--- src/rtl/alu_op_sequencer.sv ---
// Front-end for the registered 8-bit ALU: screens requests, drives the ALU, returns ordered responses.
// Defining ALU_SEQ_STATS_EN adds saturating stat_ops/stat_errs counters.
module alu_op_sequencer #(
  parameter int unsigned FIFO_DEPTH = 4,
  parameter int unsigned STAT_W     = 16
) (
  input  logic        CLk,
  input  logic        Reset,
  input  logic        req_valid,
  output logic        req_ready,
  input  logic [7:0]  req_a,
  input  logic [7:0]  req_b,
  input  logic [3:0]  req_op,
  input  logic        req_cin,
  output logic [7:0]  alu_a,
  output logic [7:0]  alu_b,
  output logic [3:0]  alu_op,
  output logic        alu_cin,
  input  logic [15:0] alu_result,
  input  logic        alu_cout,
  input  logic        alu_zflag,
  output logic        rsp_valid,
  input  logic        rsp_ready,
  output logic [15:0] rsp_result,
  output logic        rsp_cout,
  output logic        rsp_zflag,
  output logic        rsp_err
`ifdef ALU_SEQ_STATS_EN
  ,
  output logic [STAT_W-1:0] stat_ops,
  output logic [STAT_W-1:0] stat_errs
`endif
);

  localparam logic [3:0]       OP_ADD   = 4'h0;
  localparam logic [3:0]       OP_DIV   = 4'h3;
  localparam logic [3:0]       OP_LAST  = 4'h5;
  localparam logic [3:0]       OP_IDLE  = 4'hF;
  localparam int unsigned      PTR_W    = (FIFO_DEPTH > 1) ? $clog2(FIFO_DEPTH) : 1;
  localparam int unsigned      CNT_W    = $clog2(FIFO_DEPTH + 1);
  localparam int unsigned      USE_W    = CNT_W + 1;
  localparam logic [PTR_W-1:0] LAST_PTR = PTR_W'(FIFO_DEPTH - 1);
  localparam logic [CNT_W-1:0] FULL_CNT = CNT_W'(FIFO_DEPTH);
  localparam logic [USE_W-1:0] CREDITS  = USE_W'(FIFO_DEPTH);

  typedef struct packed {
    logic [15:0] result;
    logic        cout;
    logic        zflag;
    logic        err;
  } rsp_t;

  logic [7:0]       alu_a_q, alu_a_d;
  logic [7:0]       alu_b_q, alu_b_d;
  logic [3:0]       alu_op_q, alu_op_d;
  logic             alu_cin_q, alu_cin_d;
  logic             s1_v_q, s1_v_d, s1_err_q, s1_err_d, s1_add_q, s1_add_d;
  logic             s2_v_q, s2_v_d, s2_err_q, s2_err_d, s2_add_q, s2_add_d;
  logic [PTR_W-1:0] wr_ptr_q, wr_ptr_d, rd_ptr_q, rd_ptr_d;
  logic [CNT_W-1:0] count_q, count_d;
  rsp_t             fifo_mem_q [FIFO_DEPTH];

  logic             accept, req_err, push, pop;
  logic [USE_W-1:0] in_use;
  rsp_t             push_entry, head;

  function automatic logic [PTR_W-1:0] ptr_inc(input logic [PTR_W-1:0] p);
    return (p == LAST_PTR) ? '0 : p + PTR_W'(1);
  endfunction

  // Every accepted-but-unpopped request holds a credit, so the FIFO can never overflow.
  assign in_use    = USE_W'(count_q) + USE_W'(s1_v_q) + USE_W'(s2_v_q);
  assign req_ready = !Reset && (in_use < CREDITS);
  assign accept    = req_valid && req_ready;
  assign req_err   = (req_op > OP_LAST) || ((req_op == OP_DIV) && (req_b == 8'h00));
  assign push      = s2_v_q;
  assign pop       = rsp_valid && rsp_ready;

  // Stage S1: rejected requests park the ALU on the idle opcode with zero operands.
  always_comb begin
    // NOTE: every signal gets a default first so no path leaves it unassigned (no latch).
    alu_a_d   = alu_a_q;
    alu_b_d   = alu_b_q;
    alu_op_d  = alu_op_q;
    alu_cin_d = alu_cin_q;
    s1_v_d    = accept;
    s1_err_d  = s1_err_q;
    s1_add_d  = s1_add_q;
    if (accept) begin
      s1_err_d = req_err;
      s1_add_d = (req_op == OP_ADD);
      if (req_err) begin
        alu_a_d   = '0;
        alu_b_d   = '0;
        alu_op_d  = OP_IDLE;
        alu_cin_d = 1'b0;
      end else begin
        alu_a_d   = req_a;
        alu_b_d   = req_b;
        alu_op_d  = req_op;
        alu_cin_d = req_cin;
      end
    end
  end

  // Stage S2: the tag travels alongside the ALU's own result register.
  always_comb begin
    s2_v_d   = s1_v_q;
    s2_err_d = s1_err_q;
    s2_add_d = s1_add_q;
  end

  always_comb begin
    push_entry.result = s2_err_q ? 16'h0000 : alu_result;
    push_entry.zflag  = s2_err_q ? 1'b1 : alu_zflag;
    push_entry.cout   = (!s2_err_q && s2_add_q) ? alu_cout : 1'b0;
    push_entry.err    = s2_err_q;
  end

  always_comb begin
    wr_ptr_d = push ? ptr_inc(wr_ptr_q) : wr_ptr_q;
    rd_ptr_d = pop ? ptr_inc(rd_ptr_q) : rd_ptr_q;
    case ({push, pop})
      2'b10:   count_d = count_q + CNT_W'(1);
      2'b01:   count_d = count_q - CNT_W'(1);
      default: count_d = count_q;
    endcase
  end

  always_ff @(posedge CLk) begin
    // NOTE: non-blocking assignments so every flop samples the pre-edge values.
    if (Reset) begin
      alu_a_q   <= '0;
      alu_b_q   <= '0;
      alu_op_q  <= OP_IDLE;
      alu_cin_q <= 1'b0;
      s1_v_q    <= 1'b0;
      s1_err_q  <= 1'b0;
      s1_add_q  <= 1'b0;
      s2_v_q    <= 1'b0;
      s2_err_q  <= 1'b0;
      s2_add_q  <= 1'b0;
      wr_ptr_q  <= '0;
      rd_ptr_q  <= '0;
      count_q   <= '0;
    end else begin
      alu_a_q   <= alu_a_d;
      alu_b_q   <= alu_b_d;
      alu_op_q  <= alu_op_d;
      alu_cin_q <= alu_cin_d;
      s1_v_q    <= s1_v_d;
      s1_err_q  <= s1_err_d;
      s1_add_q  <= s1_add_d;
      s2_v_q    <= s2_v_d;
      s2_err_q  <= s2_err_d;
      s2_add_q  <= s2_add_d;
      wr_ptr_q  <= wr_ptr_d;
      rd_ptr_q  <= rd_ptr_d;
      count_q   <= count_d;
    end
  end

  // NOTE: storage is not reset; count_q alone decides which entries are visible.
  always_ff @(posedge CLk) begin
    if (push) fifo_mem_q[wr_ptr_q] <= push_entry;
  end

  assign head       = fifo_mem_q[rd_ptr_q];
  assign rsp_valid  = (count_q != '0);
  assign rsp_result = head.result;
  assign rsp_cout   = head.cout;
  assign rsp_zflag  = head.zflag;
  assign rsp_err    = head.err;

  assign alu_a   = alu_a_q;
  assign alu_b   = alu_b_q;
  assign alu_op  = alu_op_q;
  assign alu_cin = alu_cin_q;

`ifdef ALU_SEQ_STATS_EN
  logic [STAT_W-1:0] stat_ops_q, stat_ops_d, stat_errs_q, stat_errs_d;

  always_comb begin
    stat_ops_d  = stat_ops_q;
    stat_errs_d = stat_errs_q;
    if (accept && (stat_ops_q != '1)) stat_ops_d = stat_ops_q + STAT_W'(1);
    if (push && s2_err_q && (stat_errs_q != '1)) stat_errs_d = stat_errs_q + STAT_W'(1);
  end

  always_ff @(posedge CLk) begin
    if (Reset) begin
      stat_ops_q  <= '0;
      stat_errs_q <= '0;
    end else begin
      stat_ops_q  <= stat_ops_d;
      stat_errs_q <= stat_errs_d;
    end
  end

  assign stat_ops  = stat_ops_q;
  assign stat_errs = stat_errs_q;
`endif

  p_no_overflow: assert property (@(posedge CLk) disable iff (Reset)
    !(push && !pop && (count_q == FULL_CNT)));
  p_params_sane: assert property (@(posedge CLk) (FIFO_DEPTH >= 2) && (STAT_W >= 1));

endmodule

--- config.mk ---
export PLATFORM = sky130hd
export DESIGN_NAME = alu_op_sequencer
export DESIGN_NICKNAME = d
export VERILOG_FILES = /design/src/rtl/alu_op_sequencer.sv
export SDC_FILE = /design/constraint.sdc
export NUM_CORES = 1
export LEC_CHECK = 0
export CORE_MARGIN = 4
export CORE_UTILIZATION = 52
export DETAILED_ROUTE_END_ITERATION = 10
export PLACE_DENSITY = 0.77
export RECOVER_POWER = 100
export SYNTH_ARGS = -nofsm -noshare
export SYNTH_HDL_FRONTEND = slang
export SYNTH_SLANG_ARGS = --single-unit
--- constraint.sdc ---
create_clock -name CLk -period 2.5 [get_ports CLk]
set_input_delay 0.5 -clock CLk [delete_from_list [all_inputs] [get_ports CLk]]
set_output_delay 0.5 -clock CLk [all_outputs]
set_load 0.05 [all_outputs]
### Yosys cells after proc, flatten, opt, wreduce, memory -nomap -nowiden

Memory sizes are Yosys's and may differ from the RTL's. A register that Yosys moved wholly into a read port is not among the register bits.
Cells that the tools add are included.

| operators by class | value |
|---|---|
| reduce and logical (&&, ||, !) cells | 12 |
| eq/ne operators | 5 |
| mux-type cells | 14 |
| order comparisons | 2 |
| add/subtract/negate cells | 6 |

Operators by type and width:

| operator | count |
|---|---|
| 16-bit 2-to-1 mux | 1 |
| 8-bit 2-to-1 mux | 2 |
| 8-bit logical NOT | 1 |
| 2-bit 2-to-1 mux | 4 |
| 2-bit == test (second input constant) | 3 |
| 3-bit one-hot mux with 2 select lines | 1 |
| 1-bit logical AND | 5 |
| 1-bit 2-to-1 mux | 5 |
| 2-bit by 1-bit adder with 2-bit output (second input constant) | 2 |
| 3-bit by 1-bit adder with 4-bit output | 1 |
| 4-bit by 1-bit adder with 4-bit output | 1 |
| 4-bit by 2-bit == test with 1-bit output (second input constant) | 1 |
| 4-bit by 3-bit > comparator with 1-bit output (second input constant) | 1 |
| 4-bit logical NOT | 1 |
| 4-bit by 3-bit < comparator with 1-bit output (second input constant) | 1 |
| 4-bit 2-to-1 mux | 1 |
| 3-bit by 1-bit adder with 3-bit output (second input constant) | 1 |
| 3-bit nonzero test | 1 |
| 3-bit by 1-bit subtractor with 3-bit output (second input constant) | 1 |
| 2-bit by 1-bit == test with 1-bit output (second input constant) | 1 |
| 1-bit logical NOT | 2 |
| 2-bit nonzero test | 1 |
| 1-bit logical OR | 1 |

| word-level totals | value |
|---|---|
| bits in writable memories | 76 |
| output and inout bits | 42 |
| memories kept | 1 |
| bits of input ports | 43 |
| flip-flop bits (word level) | 34 |

Memory list:

| name | words | bits a word | rd ports | clocked after Yosys merged registers in | write ports | RTL line | source |
|---|---|---|---|---|---|---|---|
| fifo_mem_q | 4 | 19 | 1 | 1 | 1 | 61 | `rsp_t fifo_mem_q [FIFO_DEPTH];` |

### Logic depth before layout (Yosys ltp)

Gate-level depths: netlist (run 1).

| depth | value |
|---|---|
| depth after elaboration | 5 |
| gate-level depth with buffers | 9 |
| gate-level depth less buffers | 8 |

### Worst setup path after synthesis (run 1)

No wires, ideal clock.

| timing | value |
|---|---|
| path type | flip-flop to output port |
| start | reg (tool-made name) |
| end | out rsp_result[10] |
| required time | 2.000 ns |
| stages on the path, launching flop included | 4 |
| arrival time | 1.396 ns |
| setup slack | 0.604 ns |
| buffers on the path | 2 |
| cell sequence | dfxtp_1 > buf_4 > buf_4 > mux4_2 |

RTL lines:

| what | RTL line | source |
|---|---|---|
| end: declaration | 24 | `output logic [15:0] rsp_result,` |

==> impl_metrics.json, run 1 <==
{
  "gr-total-overflow": 0,
  "grt_pass1_wl_um": 14100,
  "grtUsageMet2_pct": 29.5,
  "cp_top_family": "multiplexers",
  "clk_path_buf_depth": 2,
  "end_kind": "output port",
  "ys_seq_area_share_pct": 65.6,
  "synthArstFlopShare_pct": 0,
  "cts_tree": "done",
  "layout_min_cycle_time_ns": 2.24,
  "ys.flop_type": "edfxtp_1",
  "numPortBuffers": 84,
  "rsz0062_at_grt": "no",
  "worst_pin_slew_ns": 1.39,
  "antenna_found_initial": 0,
  "dpl_cell_area_mm2": 0.00552,
  "std_cell_rows": 33,
  "internal-power_mw": 3.25,
  "final_util_pct": 67.2,
  "final_nets": 424,
  "setup_viol": 0,
  "hold_class": "flop to flop",
  "initial_core_util_pct": 54.6,
  "finalCritPeriodShare_pct": 89.6,
  "p_leak_nw": 2.01,
  "die_area_mm2": 0.0104,
  "hp-start": "alu_b[1]",
  "power_density_mw_per_mm2": 819,
  "final_area_mm2": 0.00564,
  "crit_arrival_ns": 1.74,
  "hold_slack_ns": 0.470,
  "crit_type": "flop to output port",
  "slowest_stage": "mux4_2",
  "status": "completed",
  "p_clk_share_pct": 29.6,
  "drtPass1Iterations": 4,
  "clk_latency_ns": 0.36,
  "hold_buffers": 0,
  "slowest_delay_ns": 0.55,
  "clk_pin_slew_ns": 0.10,
  "p_switching_mw": 1.37,
  "ys_warn_count": 0,
  "root_buffer": "clkbuf_8",
  "fillers": 601,
  "use_met3_pct": 6.21,
  "maxCapViolCount": 0,
  "synth_area_leaders": "edfxtp_1, dfxtp_1, mux4_2",
  "syn2layout_area_growth_pct": 23.1,
  "fp.dieH_um": 102,
  "vias": 2738,
  "cp_cell_sequence": "buf_12 -> mux4_2 -> clkbuf_2",
  "synth_area_mm2": 0.00458,
  "core-area_mm2": 0.00838,
  "synthCells": 280,
  "ir_drop_v": 0.000384,
  "drt_iter0_markers": 112,
  "ys_ff_latch": 112,
  "grt_max_degree": 23,
  "ant_nets": 0,
  "synth_top_area_share_pct": 49.8,
  "htree_levels": 3,
  "power_frac_comb_pct": 24.7,
  "crit_path_start_kind": "flop",
  "postLayoutSetupSlackWorst_ns": 0.260,
  "avgRoutedWirePerCell_um": 18.0,
  "fmax_mhz": 446,
  "finalPower_mw": 4.62,
  "hold_viol": 0,
  "slew_viol_final": 0,
  "drive_gt1_share_pct": 19.6,
  "grt_use_met1_pct": 22.1,
  "antennaDiodeCount": 0,
  "cts.sinks": 112,
  "dp_slack_ns": 0.0846,
  "grt_usage_pct": 17.8,
  "avgViaCountPerCell": 5.67,
  "hpwl_um": 5900,
  "top_usage_layer": "met2",
  "crit_required_ns": 2.00,
  "gp_congestion": 0.791,
  "slew_headroom_pct": 7.22,
  "io-pin-count": 85,
  "die_w_um": 102,
  "cts_buffers": 9,
  "avgSynthCellArea_um2": 16.4,
  "dp.cells": 467,
  "final_cell_count_no_fill": 483,
  "cp_num_buf_inv": 2,
  "final.setup.tns_ns": 0,
  "grt_pass1_vias": 2866,
  "totalWireLength_um": 8700,
  "yosys.area.top_type": "edfxtp_1",
  "syn-num-nets": 331,
  "critPathMaxFanout": 19,
  "reg2reg_from": "count_q[2]",
  "seqPwrFrac_pct": 45.7,
  "synth.lib_cells_used.distinct": 48,
  "finClkSkew_ns": 0.00942,
  "p_sw_share_pct": 29.7,
  "synth-edff-count": 76,
  "route.detailed.drc": 0
}
-- layer usage --
metal,wire (um),vias to the layer above
met1,3580,1363
met2,4320,82
met5,0,-
li1,-,1284
met4,112,0
met3,689,9
-- Yosys cell counts (3+ instances only) --
cell type / count
mux4_2: 19
nor2_1: 9
nor2b_1: 20
ha_1: 7
inv_1: 17
a21oi_1: 7
clkbuf_1: 3
a32o_1: 8
buf_6: 4
and2_1: 4
edfxtp_1: 76
o2111ai_1: 9
or3_1: 3
dfxtp_1: 36
o41ai_2: 9
buf_2: 4
buf_4: 4
-- placed cells by master (no fill, tap or decap), drive strengths merged, types with 3 or more instances in the layout --
master	synthesis	routed
edfxtp	76	76
clkdlybuf4s50	0	40
dfxtp	36	36
clkbuf	4	34
dlygate4sd3	0	23
nor2b	20	20
inv	18	20
mux4	19	19
buf	12	10
nor2	9	9
o2111ai	9	9
o41ai	9	9
a32o	8	8
a21oi	8	8
ha	7	7
bufinv	0	4
and2	4	4
nand3	3	3
or3	3	3
a211oi	3	3
o32a	3	3
-- final cells by class --
class	count	area, um^2	share of cell area, %
flip-flops and latches	112	3000	53.3
well taps	105	131	2.33
repair buffers	98	836	14.8
clock inverters	7	149	2.64
inverters	19	71.3	1.27
clock buffers	9	124	2.20
multi-input cells	133	1320	23.5
-- power by group through the flow --
stage                     sequential (mW)  clock [mW]  combinational [mW]
after floorplan                      2.17           0               0.849
after global placement               2.15           0                1.22
after detailed placement             2.15           0                1.24
after CTS                            2.11        1.40                1.24
after global routing                 2.12        1.49                1.22
final                                2.11        1.37                1.14
-- path summary, 6_finish.rpt --
kind	endpoint	slack, ns	cells past startpoint
worst max-delay path	rsp_cout	0.26	3
worst min-delay path	alu_b[1]	0.47	1
worst max register to register	count_q[2]	0.44	8
worst min register to register	alu_b[1]	0.47	1
-- sequential cells by signal, indices dropped and copies added, names as in the netlist, named ones only --
register    cells
fifo_mem_q     76
alu_a           8
alu_b           8
alu_op          4
count_q         3
rd_ptr_q        2
wr_ptr_q        2
alu_cin         1
push            1
s1_add_q        1
s1_err_q        1
s1_v_q          1
s2_add_q        1
s2_err_q        1
-- logic make-up after synthesis --
kind of cell	after synthesis	share of synthesized area, %
muxes	22	10.0
DFF	112	65.6
xor gates and xnor gates	2	0.383
buffers and inverters	35	3.99
and+or+nand+nor	53	7.05
adders and majority gates	8	2.35
AOI/OAI and AO/OA	48	10.6
-- repair_timing --
action,in CTS,in global routing
buffers inserted,0,0
setup endpoints to repair,0,1
gates resized for setup,0,1
Power figures use the tool's default switching activity.
==> inputs of run 2 (changes only) <==
--- a/config.mk
+++ b/config.mk
@@ -10,6 +10,7 @@
 export DETAILED_ROUTE_END_ITERATION = 10
 export PLACE_DENSITY = 0.77
 export RECOVER_POWER = 100
+export SKIP_LAST_GASP = 1
 export SYNTH_ARGS = -nofsm -noshare
 export SYNTH_HDL_FRONTEND = slang
 export SYNTH_SLANG_ARGS = --single-unit
==> results of run 2 <==
Same layout as run 1: the final DEF is identical, and so are final timing and power.
==> inputs of run 3 (changes only) <==
--- a/config.mk
+++ b/config.mk
@@ -6,9 +6,9 @@
 export NUM_CORES = 1
 export LEC_CHECK = 0
 export CORE_MARGIN = 4
-export CORE_UTILIZATION = 52
+export CORE_UTILIZATION = 56
 export DETAILED_ROUTE_END_ITERATION = 10
-export PLACE_DENSITY = 0.77
+export PLACE_DENSITY = 0.82
 export RECOVER_POWER = 100
 export SKIP_LAST_GASP = 1
 export SYNTH_ARGS = -nofsm -noshare
==> constraint.sdc (replaced) <==
create_clock -name CLk -period 2.71 [get_ports CLk]
set_input_delay 0.542 -clock CLk [delete_from_list [all_inputs] [get_ports CLk]]
set_output_delay 0.542 -clock CLk [all_outputs]
set_load 0.05 [all_outputs]
==> impl_metrics.json, run 3 (same netlist as run 1, synthesis figures left out) <==
{
  "finalCritPeriodShare_pct": 92.7,
  "p_leak_nw": 1.94,
  "cts_resized": 0,
  "clk_latency_ns": 0.37,
  "slew_viol_final": 0,
  "die_w_um": 98.4,
  "hold_slack_ns": 0.471,
  "hold_path_end": "alu_b[7]",
  "drtPass1Iterations": 4,
  "setup_viol": 0,
  "finClkSkew_ns": 0.0175,
  "worst_pin_slew_ns": 1.42,
  "clk_pin_slew_ns": 0.11,
  "std_cell_rows": 32,
  "avgViaCountPerCell": 5.71,
  "drt_iter0_markers": 74,
  "antenna_found_initial": 0,
  "rsz0062_at_grt": "no",
  "clk_path_buf_depth": 2,
  "grt_pass1_wl_um": 14400,
  "htree_levels": 3,
  "top_register": "fifo_mem_q",
  "core-area_mm2": 0.00785,
  "hold_viol": 0,
  "final_util_pct": 70.2,
  "initial_core_util_pct": 58.3,
  "io-pin-count": 85,
  "crit_type": "flop to output port",
  "cts_tree": "done",
  "cp_top_family": "buffers and inverters",
  "dp.cells": 459,
  "critPathMaxFanout": 10,
  "post_cts_buffers": 0,
  "syn2layout_area_growth_pct": 20.4,
  "totalWireLength_um": 8820,
  "hold_class": "flop to flop",
  "root_buffer": "clkbuf_8",
  "crit_path_start_kind": "flop",
  "avgRoutedWirePerCell_um": 18.6,
  "maxCapViolCount": 0,
  "final_cell_mix": "edfxtp_1, clkdlybuf4s50_1, dfxtp_1",
  "cts.sinks": 112,
  "ant_nets": 0,
  "final.setup.tns_ns": 0,
  "layout_min_cycle_time_ns": 2.51,
  "route.detailed.drc": 0,
  "power_density_mw_per_mm2": 717,
  "final_nets": 419,
  "final_common_cell": "edfxtp_1",
  "ir_drop_v": 0.000302,
  "vias": 2714,
  "crit_arrival_ns": 1.97,
  "gr-total-overflow": 0,
  "grt_pass1_vias": 2901,
  "slowest_delay_ns": 0.86,
  "cp_cell_sequence": "or3_1 -> dlygate4sd3_1",
  "numPortBuffers": 84,
  "cts_buffers": 9,
  "slew_headroom_pct": 5.50,
  "finalPower_mw": 3.95,
  "crit_required_ns": 2.17,
  "hp-start": "alu_b[7]",
  "largest_reg_flops": 76,
  "grt_usage_pct": 18.8,
  "die_area_mm2": 0.00969,
  "rr_worst_depth": 8,
  "grt_max_degree": 23,
  "cp_num_buf_inv": 1,
  "min_path_cells": 1,
  "hpwl_um": 6030,
  "reg2reg_from": "count_q[1]",
  "rrSetupSlack_ns": 0.56,
  "slowest_stage": "dlygate4sd3_1",
  "antennaDiodeCount": 0,
  "hold_buffers": 0,
  "gp_congestion": 0.760,
  "drive_gt1_share_pct": 18.0,
  "status": "completed",
  "r2r-end": "count_q[2]",
  "final_cell_count_no_fill": 475,
  "fmax_mhz": 398,
  "end_kind": "output port",
  "fp.dieH_um": 98.4
}
-- run 3: cell type report --
type                            count  area, um^2
Clock buffer                        9         124
Sequential cell                   112        3000
Multi-Input combinational cell    133        1310
Tap cell                          102         128
Inverter                           19        71.3
Fill cell                         551        2340
Timing Repair Buffer               93         795
Clock inverter                      7        81.3
-- run 3: worst register-to-register path, delay by kind of cell, from the launching register on --
| kind | cells | cell delay, ns |
|---|---|---|
| AOI/OAI and AO/OA | 2 | 0.34 |
| adders and majority gates | 2 | 0.55 |
| xor gates and xnor gates | 1 | 0.16 |
| and+or+nand+nor | 1 | 0.31 |
| buffers and inverters | 2 | 0.15 |
| DFF | 1 | 0.58 |
-- run 3: metal layers --
metal	up-vias	share of wire [%]	GRT usage, %
met3	8	6.8	6.23
met2	84	50	31.3
met4	0	0.86	3.68
met1	1350	42	24.4
li1	1272	-	-
met5	-	0	0
-- run 3: worst max path at each step --
| stage | startpoint | end | slack (ns) | cells past startpoint |
|---|---|---|---|---|
| after floorplan | flop | rsp_result[10] | 0.77 | 3 |
| after global placement | rsp_ready | count_q[2] | 0.28 | 9 |
| after detailed placement | rsp_ready | count_q[2] | 0.19 | 9 |
| after CTS | count_q[1] | rsp_valid | 0.24 | 2 |
| after global routing | push | req_ready | 0.08 | 5 |
| final | count_q[1] | rsp_valid | 0.20 | 2 |
-- run 3: report_power, final --
part	total, mW	internal [mW]	switching (mW)
clock network	0.978	0.371	0.607
registers	1.95	1.89	0.0592
logic	1.02	0.364	0.656
total	3.95	2.63	1.32
-- run 3: metrics by stage --
step,setup slack [ns],cell area (um^2)
detailed placement,0.194,5470
global placement,0.280,5470
CTS,0.242,5670
global route,0.0849,5510
floorplan,0.772,4580
finish,0.198,5510
